==> src/rtl/picorv32_axi_arb_pkg.sv <==
// picorv32_axi_arb_pkg
//   Shared definitions for the two-master AXI4-Lite arbiter:
//   FSM state encoding and the master-index type.
//   Build option: AXI_ARB_FIXED_PRIO_EN (consumed by picorv32_axi_arb_pick).
package picorv32_axi_arb_pkg;

  localparam int STATE_W = 3;
  localparam int MIDX_W  = 1;

  typedef logic [STATE_W-1:0] arb_state_t;
  typedef logic [MIDX_W-1:0]  midx_t;

  localparam arb_state_t ST_IDLE    = 3'd0;
  localparam arb_state_t ST_WR      = 3'd1;  // aw and w phases, in any order
  localparam arb_state_t ST_WR_RESP = 3'd2;
  localparam arb_state_t ST_RD_ADDR = 3'd3;
  localparam arb_state_t ST_RD_DATA = 3'd4;

endpackage

==> src/rtl/picorv32_axi_arb_pick.sv <==
// picorv32_axi_arb_pick
//   Two-input grant picker.
//   Ports:
//     req[1:0]    in   pending request per master
//     last_grant  in   master that completed the previous transaction
//     grant       out  winning master (meaningful only when any=1)
//     any         out  at least one request pending
//   Build option AXI_ARB_FIXED_PRIO_EN: master 0 always wins a tie and
//   last_grant is ignored. Otherwise a tie goes to !last_grant.
module picorv32_axi_arb_pick
  import picorv32_axi_arb_pkg::*;
(
  input  logic [1:0] req,
  input  midx_t      last_grant,
  output midx_t      grant,
  output logic       any
);

  assign any = |req;

`ifdef AXI_ARB_FIXED_PRIO_EN
  logic unused_last_grant;
  assign unused_last_grant = last_grant;
  assign grant = req[0] ? 1'b0 : 1'b1;
`else
  always_comb begin
    if (req == 2'b11) grant = ~last_grant;
    else              grant = req[1] ? 1'b1 : 1'b0;
  end
`endif

endmodule

==> src/rtl/picorv32_axi_arbiter.sv <==
// picorv32_axi_arbiter
//   Shares one AXI4-Lite slave between two AXI4-Lite masters, one
//   transaction in flight at a time, round-robin on ties.
//   Ports:
//     clk, reset                 clock, synchronous active-high reset
//     m0_axi_* / m1_axi_*        master-side AXI4-Lite slave ports
//     s_axi_*                    slave-side AXI4-Lite master port
//     grant                      master owning the current transaction
//   Build option: AXI_ARB_FIXED_PRIO_EN (fixed priority, master 0 first).
//   Grant is registered in IDLE, so forwarding begins the cycle after a
//   request is seen. Read data is broadcast; only rvalid is steered.
module picorv32_axi_arbiter
  import picorv32_axi_arb_pkg::*;
#(
  parameter int ADDR_WIDTH = 32,
  parameter int DATA_WIDTH = 32
) (
  input  logic                    clk,
  input  logic                    reset,
  // master 0
  input  logic                    m0_axi_awvalid,
  input  logic [ADDR_WIDTH-1:0]   m0_axi_awaddr,
  input  logic [2:0]              m0_axi_awprot,
  output logic                    m0_axi_awready,
  input  logic                    m0_axi_wvalid,
  input  logic [DATA_WIDTH-1:0]   m0_axi_wdata,
  input  logic [DATA_WIDTH/8-1:0] m0_axi_wstrb,
  output logic                    m0_axi_wready,
  output logic                    m0_axi_bvalid,
  input  logic                    m0_axi_bready,
  input  logic                    m0_axi_arvalid,
  input  logic [ADDR_WIDTH-1:0]   m0_axi_araddr,
  input  logic [2:0]              m0_axi_arprot,
  output logic                    m0_axi_arready,
  output logic                    m0_axi_rvalid,
  output logic [DATA_WIDTH-1:0]   m0_axi_rdata,
  input  logic                    m0_axi_rready,
  // master 1
  input  logic                    m1_axi_awvalid,
  input  logic [ADDR_WIDTH-1:0]   m1_axi_awaddr,
  input  logic [2:0]              m1_axi_awprot,
  output logic                    m1_axi_awready,
  input  logic                    m1_axi_wvalid,
  input  logic [DATA_WIDTH-1:0]   m1_axi_wdata,
  input  logic [DATA_WIDTH/8-1:0] m1_axi_wstrb,
  output logic                    m1_axi_wready,
  output logic                    m1_axi_bvalid,
  input  logic                    m1_axi_bready,
  input  logic                    m1_axi_arvalid,
  input  logic [ADDR_WIDTH-1:0]   m1_axi_araddr,
  input  logic [2:0]              m1_axi_arprot,
  output logic                    m1_axi_arready,
  output logic                    m1_axi_rvalid,
  output logic [DATA_WIDTH-1:0]   m1_axi_rdata,
  input  logic                    m1_axi_rready,
  // slave
  output logic                    s_axi_awvalid,
  output logic [ADDR_WIDTH-1:0]   s_axi_awaddr,
  output logic [2:0]              s_axi_awprot,
  input  logic                    s_axi_awready,
  output logic                    s_axi_wvalid,
  output logic [DATA_WIDTH-1:0]   s_axi_wdata,
  output logic [DATA_WIDTH/8-1:0] s_axi_wstrb,
  input  logic                    s_axi_wready,
  input  logic                    s_axi_bvalid,
  output logic                    s_axi_bready,
  output logic                    s_axi_arvalid,
  output logic [ADDR_WIDTH-1:0]   s_axi_araddr,
  output logic [2:0]              s_axi_arprot,
  input  logic                    s_axi_arready,
  input  logic                    s_axi_rvalid,
  input  logic [DATA_WIDTH-1:0]   s_axi_rdata,
  output logic                    s_axi_rready,
  output logic                    grant
);

  localparam int STRB_W = DATA_WIDTH/8;

  // master ports packed by index so the muxes can select on grant_q
  logic [1:0]                 m_awvalid, m_wvalid, m_arvalid, m_bready, m_rready;
  logic [1:0][ADDR_WIDTH-1:0] m_awaddr, m_araddr;
  logic [1:0][2:0]            m_awprot, m_arprot;
  logic [1:0][DATA_WIDTH-1:0] m_wdata;
  logic [1:0][STRB_W-1:0]     m_wstrb;
  logic [1:0]                 m_awready, m_wready, m_bvalid, m_arready, m_rvalid;

  assign m_awvalid = {m1_axi_awvalid, m0_axi_awvalid};
  assign m_awaddr  = {m1_axi_awaddr,  m0_axi_awaddr};
  assign m_awprot  = {m1_axi_awprot,  m0_axi_awprot};
  assign m_wvalid  = {m1_axi_wvalid,  m0_axi_wvalid};
  assign m_wdata   = {m1_axi_wdata,   m0_axi_wdata};
  assign m_wstrb   = {m1_axi_wstrb,   m0_axi_wstrb};
  assign m_bready  = {m1_axi_bready,  m0_axi_bready};
  assign m_arvalid = {m1_axi_arvalid, m0_axi_arvalid};
  assign m_araddr  = {m1_axi_araddr,  m0_axi_araddr};
  assign m_arprot  = {m1_axi_arprot,  m0_axi_arprot};
  assign m_rready  = {m1_axi_rready,  m0_axi_rready};

  assign m0_axi_awready = m_awready[0];
  assign m1_axi_awready = m_awready[1];
  assign m0_axi_wready  = m_wready[0];
  assign m1_axi_wready  = m_wready[1];
  assign m0_axi_bvalid  = m_bvalid[0];
  assign m1_axi_bvalid  = m_bvalid[1];
  assign m0_axi_arready = m_arready[0];
  assign m1_axi_arready = m_arready[1];
  assign m0_axi_rvalid  = m_rvalid[0];
  assign m1_axi_rvalid  = m_rvalid[1];
  assign m0_axi_rdata   = s_axi_rdata;
  assign m1_axi_rdata   = s_axi_rdata;

  arb_state_t state_q, state_d;
  midx_t      grant_q, last_grant_q, pick_g;
  logic       pick_any, pick_wr;
  logic       aw_done_q, w_done_q;
  logic [1:0] req;
  logic       aw_fire, w_fire, b_fire, ar_fire, r_fire, txn_end;

  assign req = m_awvalid | m_wvalid | m_arvalid;

  picorv32_axi_arb_pick u_pick (
    .req        (req),
    .last_grant (last_grant_q),
    .grant      (pick_g),
    .any        (pick_any)
  );

  // a pending write from the winner takes precedence over its read
  assign pick_wr = m_awvalid[pick_g] | m_wvalid[pick_g];

  assign aw_fire = s_axi_awvalid & s_axi_awready;
  assign w_fire  = s_axi_wvalid  & s_axi_wready;
  assign b_fire  = s_axi_bvalid  & s_axi_bready;
  assign ar_fire = s_axi_arvalid & s_axi_arready;
  assign r_fire  = s_axi_rvalid  & s_axi_rready;
  assign txn_end = (state_q == ST_WR_RESP && b_fire) ||
                   (state_q == ST_RD_DATA && r_fire);

  assign grant = grant_q;

  // state register
  always_ff @(posedge clk) begin
    if (reset) state_q <= ST_IDLE;
    else       state_q <= state_d;
  end

  // grant bookkeeping and per-channel done flags
  always_ff @(posedge clk) begin
    if (reset) begin
      grant_q      <= 1'b0;
      last_grant_q <= 1'b1;
      aw_done_q    <= 1'b0;
      w_done_q     <= 1'b0;
    end else begin
      if (state_q == ST_IDLE && pick_any) grant_q <= pick_g;
      if (txn_end) last_grant_q <= grant_q;
      if (state_q == ST_WR) begin
        aw_done_q <= aw_done_q | aw_fire;
        w_done_q  <= w_done_q  | w_fire;
      end else begin
        aw_done_q <= 1'b0;
        w_done_q  <= 1'b0;
      end
    end
  end

  // next state
  always_comb begin
    state_d = state_q;
    case (state_q)
      ST_IDLE:    if (pick_any) state_d = pick_wr ? ST_WR : ST_RD_ADDR;
      ST_WR:      if ((aw_done_q | aw_fire) & (w_done_q | w_fire)) state_d = ST_WR_RESP;
      ST_WR_RESP: if (b_fire)  state_d = ST_IDLE;
      ST_RD_ADDR: if (ar_fire) state_d = ST_RD_DATA;
      ST_RD_DATA: if (r_fire)  state_d = ST_IDLE;
      default:    state_d = ST_IDLE;
    endcase
  end

  // outputs: only the granted master's channels are connected
  always_comb begin
    s_axi_awvalid = 1'b0;
    s_axi_awaddr  = '0;
    s_axi_awprot  = '0;
    s_axi_wvalid  = 1'b0;
    s_axi_wdata   = '0;
    s_axi_wstrb   = '0;
    s_axi_bready  = 1'b0;
    s_axi_arvalid = 1'b0;
    s_axi_araddr  = '0;
    s_axi_arprot  = '0;
    s_axi_rready  = 1'b0;
    m_awready     = '0;
    m_wready      = '0;
    m_bvalid      = '0;
    m_arready     = '0;
    m_rvalid      = '0;
    case (state_q)
      ST_WR: begin
        // a channel that already handshook is closed off on both sides
        s_axi_awvalid       = m_awvalid[grant_q] & ~aw_done_q;
        s_axi_awaddr        = m_awaddr[grant_q];
        s_axi_awprot        = m_awprot[grant_q];
        m_awready[grant_q]  = s_axi_awready & ~aw_done_q;
        s_axi_wvalid        = m_wvalid[grant_q] & ~w_done_q;
        s_axi_wdata         = m_wdata[grant_q];
        s_axi_wstrb         = m_wstrb[grant_q];
        m_wready[grant_q]   = s_axi_wready & ~w_done_q;
      end
      ST_WR_RESP: begin
        m_bvalid[grant_q]   = s_axi_bvalid;
        s_axi_bready        = m_bready[grant_q];
      end
      ST_RD_ADDR: begin
        s_axi_arvalid       = m_arvalid[grant_q];
        s_axi_araddr        = m_araddr[grant_q];
        s_axi_arprot        = m_arprot[grant_q];
        m_arready[grant_q]  = s_axi_arready;
      end
      ST_RD_DATA: begin
        m_rvalid[grant_q]   = s_axi_rvalid;
        s_axi_rready        = m_rready[grant_q];
      end
      default: ;
    endcase
  end

endmodule
==> config.mk <==
export PLATFORM = sky130hd
export DESIGN_NAME = picorv32_axi_arbiter
export DESIGN_NICKNAME = d
export VERILOG_FILES = /design/src/rtl/picorv32_axi_arb_pkg.sv /design/src/rtl/picorv32_axi_arb_pick.sv /design/src/rtl/picorv32_axi_arbiter.sv
export SDC_FILE = /design/constraint.sdc
export NUM_CORES = 1
export LEC_CHECK = 0
export CORE_AREA = 2 2 173 175
export DETAILED_ROUTE_END_ITERATION = 10
export DIE_AREA = 0 0 175 177
export HOLD_SLACK_MARGIN = 0.05
export MAX_ROUTING_LAYER = met4
export PLACE_DENSITY = 0.47
export SYNTH_ARGS = -nofsm -noshare
export SYNTH_HDL_FRONTEND = slang
export SYNTH_SLANG_ARGS = --single-unit
==> constraint.sdc <==
create_clock -name clk -period 2.2 [get_ports clk]
set_input_delay 0.66 -clock clk [delete_from_list [all_inputs] [get_ports clk]]
set_output_delay 0.66 -clock clk [all_outputs]
set_load 0.05 [all_outputs]
==> flow_metrics.py <==
metrics = {
    "floorplanning": {
        "top_level_ports": 447,
        "start_util": 0.0886,
        "core_region_area_um2": 29200,
        "core.rowCount": 63,
        "floorplan.die_area_um2": 31000,
        "floorplan.die.height_um": 177,
        "dieWidth_um": 175,
    },
    "detailed_routing": {
        "initialDrtViolationCount": 63,
        "routed_via_density": 3.54,
        "detail_route.first_pass.iterations": 6,
        "post-route-drc-count": 0,
        "route.vias.total": 3896,
        "wl_per_cell_um": 16.4,
        "drt_wl_total_um": 18100,
        "route.antenna.remaining_nets": 0,
    },
    "grt": {
        "groute.layer.met3.usage": 0.0249,
        "grt_pass1_wl_um": 24700,
        "number_of_antenna_violations_at_the_first_check_in_global_routing": 1,
        "via_count_of_the_first_global_routing_pass": 4046,
        "grt_start_max_net_pins": 36,
        "met1_usage": 0.115,
        "groute.layer.met2.usage": 0.198,
        "grt_use_total": 0.107,
        "grt-ovfl-total": 0,
        "grt-busiest-layer": "met2",
    },
    "yosys": {
        "synthArstFlopShare": 0,
        "synth_top_cells_by_area": "sky130_fd_sc_hd__mux2i_1 (42%), sky130_fd_sc_hd__buf_4 (19%), sky130_fd_sc_hd__nor2_1 (17%)",
        "synth_top_area_share": 0.425,
        "yosysUniqueCellTypes": 34,
        "yosysMostFrequentCell": "sky130_fd_sc_hd__nor2_1",
        "synth_common_cells": "sky130_fd_sc_hd__nor2_1 (114), sky130_fd_sc_hd__mux2i_1 (110), sky130_fd_sc_hd__buf_4 (65)",
        "yosys_register_bits": 7,
        "synth_area_leader_cell": "sky130_fd_sc_hd__mux2i_1",
        "yosysWarningCount": 0,
        "syn_nets": 634,
        "synth_enable_flop_cells": 0,
        "post_synth_instance_area_um2": 2590,
        "post_synth_inst_count": 373,
        "synth_seq_area_share": 0.0541,
        "postSynth.topFlopCell": "sky130_fd_sc_hd__dfxtp_1",
        "syn_area_per_cell_um2": 6.95,
    },
    "power_and_ir_drop": {
        "power_switching_mw": 3.31,
        "seqPwrFrac": 0.026,
        "power_mw": 6.78,
        "power.share.combinational": 0.928,
        "power_density_nw_per_um2": 728,
        "p_leak_nw": 3.36,
        "internal-power_mw": 3.47,
        "p_clk_frac": 0.045,
        "sw_frac_of_total": 0.488,
        "ir_drop_mv": 0.378,
    },
    "sta": {
        "timing.setup.tns_ns": -6.77,
        "shortest_period_the_worst_path_allows_ns": 2.35,
        "timing_max_transition_violations_final": 0,
        "timing.final.setup_violations": 75,
        "setup_repair_after_global_routing_missed_its_margin": "true",
        "finClkSkew_ns": 0.00194,
        "fmax_mhz": 425,
        "post-route-period-util": 1.07,
        "report.final.hold_viol_count": 0,
        "hold_ws_ns": 0.544,
        "slew_headroom": 0.667,
        "worst_slew_pin_slew_ns": 0.496,
        "final_critical_path_setup_slack_ns": -0.155,
    },
    "worst_setup_path": {
        "cp_slowest_cell": "sky130_fd_sc_hd__or3b_4",
        "critical_path.n_buffers_inverters": 3,
        "critPathTopFamily": "simple AND/OR/NAND/NOR gates",
        "cp_data_required_time_ns": 1.54,
        "crit_arrival_ns": 1.69,
        "path_cells": "or3b_4, buf_12, buf_12, nor4_4, buf_12",
        "startpoint_type": "flop",
        "cpMostUsedCell": "sky130_fd_sc_hd__buf_12",
        "critPathMaxFanout": 7,
        "timing.setup.critical_path_class": "reg2out",
        "crit_path_end_kind": "output port",
        "cpPeakStageDelay_ns": 0.43,
    },
    "cells_and_area": {
        "final_design_area_no_fill_um2": 9320,
        "finalCoreUtilization": 0.319,
        "layout_cells_sized_above_1": 0.506,
        "final-instance-count-excl-fill": 1102,
        "fill_cells": 3002,
        "area_growth_syn_to_fin_pct": 259,
        "finish.net_count": 973,
    },
    "clock_network": {
        "clk_root_buffer_cell": "sky130_fd_sc_hd__clkbuf_16",
        "clock_pin_slew_of_the_registers_on_the_worst_case_setup_and_hold_paths_ns": 0.04,
        "cts-hold-fix-buffers": 0,
        "cts.sink_count": 7,
        "tritoncts": "built",
        "cts.htree.levels": 1,
        "number_of_buffers_created_by_cts": 3,
        "ctsLongestPathBuffers": 2,
        "clock_insertion_delay_worst_skew_ns": 0.23,
    },
    "place": {
        "place_congestion": 0.711,
        "dpl_cell_area_um2": 8060,
        "numPlacedInstances": 1067,
        "portBuffers": 350,
        "dp_hpwl_um": 14000,
        "post-place-ws_ns": -0.330,
    },
    "outcome": {
        "failing_checks": "negative setup slack",
        "run_status": "complete, but fails checks",
    },
    "flow_run": {
        "drv.max_cap_violation_count": 0,
    },
    "min_path": {
        "classification_of_the_worst_slack_hold_path": "reg2reg",
    },
}
## repair_timing
action                                  CTS  global route
resized for setup                       150            90
gates cloned                              3             7
endpoints found under the hold margin     0             0
endpoints found under the setup margin  104           113
buffers inserted                         16             7
pin swaps                                28            13
## flip-flops by register name (all words and copies together), names as in the netlist
register,count
state_q,3
last_grant_q,1
aw_done_q,1
grant,1
w_done_q,1
## power by group through the flow
stage | logic (mW) | clock network, mW | registers, mW
2_1_floorplan | 2.97 | 0 | 0.185
3_3_place_gp | 5.39 | 0 | 0.191
3_5_place_dp | 5.40 | 0 | 0.192
4_1_cts | 6.12 | 0.312 | 0.177
5_1_grt | 6.56 | 0.319 | 0.182
6_report | 6.29 | 0.307 | 0.179
## cell usage in the layout, fill, tap and decap left out, types with 14 or more instances in the layout
cell type,n
sky130_fd_sc_hd__dlygate4sd2_1,29
sky130_fd_sc_hd__dlymetal6s2s_1,16
sky130_fd_sc_hd__buf_4,34
sky130_fd_sc_hd__mux2i_1,78
sky130_fd_sc_hd__buf_12,131
sky130_fd_sc_hd__nor2_4,78
sky130_fd_sc_hd__nor2_2,25
sky130_fd_sc_hd__buf_6,14
sky130_fd_sc_hd__mux2i_2,18
sky130_fd_sc_hd__clkdlybuf4s50_1,183
sky130_fd_sc_hd__mux2i_4,14
## per-layer routing
| layer | wire length [um] | up-vias | part of all wire |
|---|---|---|---|
| li1 | - | 1881 | - |
| met1 | 6780 | 1786 | 0.38 |
| met2 | 9580 | 197 | 0.53 |
| met3 | 1330 | 32 | 0.074 |
| met4 | 361 | 0 | 0.020 |
| met5 | 0 | - | 0 |
## final cells by class
class | instances | area (um^2) | area share
Multi-Input combinational cell | 271 | 2860 | 0.306
Antenna cell | 1 | 2.50 | 0.000269
Clock buffer | 4 | 78.8 | 0.00846
Sequential cell | 7 | 146 | 0.0157
Timing Repair Buffer | 424 | 5720 | 0.614
Tap cell | 390 | 488 | 0.0524
Inverter | 5 | 21.3 | 0.00228
## final timing paths
path	end	slack (ns)	cells past startpoint	startpoint
worst max register to register	state_q[1]$_SDFFE_PP0P_	0.27	9	grant$_SDFFE_PP0P_
worst max-delay path	m0_axi_awready	-0.15	5	state_q[1]$_SDFFE_PP0P_
worst min register to register	last_grant_q$_SDFFE_PP1P_	0.54	2	last_grant_q$_SDFFE_PP1P_
worst min-delay path	last_grant_q$_SDFFE_PP1P_	0.54	2	last_grant_q$_SDFFE_PP1P_
## cell families after synthesis
| kind of cell | after synthesis | synth area share |
|---|---|---|
| flops | 7 | 0.0541 |
| buf+inv | 95 | 0.235 |
| mux | 112 | 0.433 |
| compound gates | 16 | 0.0473 |
| simple gates | 143 | 0.230 |
## worst reg2reg max path: cells and delay by family, from the launching register on
kind	cells	cell delay, ns
muxes	1	0.20
AOI/OAI and AO/OA	3	0.70
and+or+nand+nor	1	0.10
DFF	1	0.36
buffers and inverters	4	0.48
No activity file was read; power rests on OpenSTA's default activity.
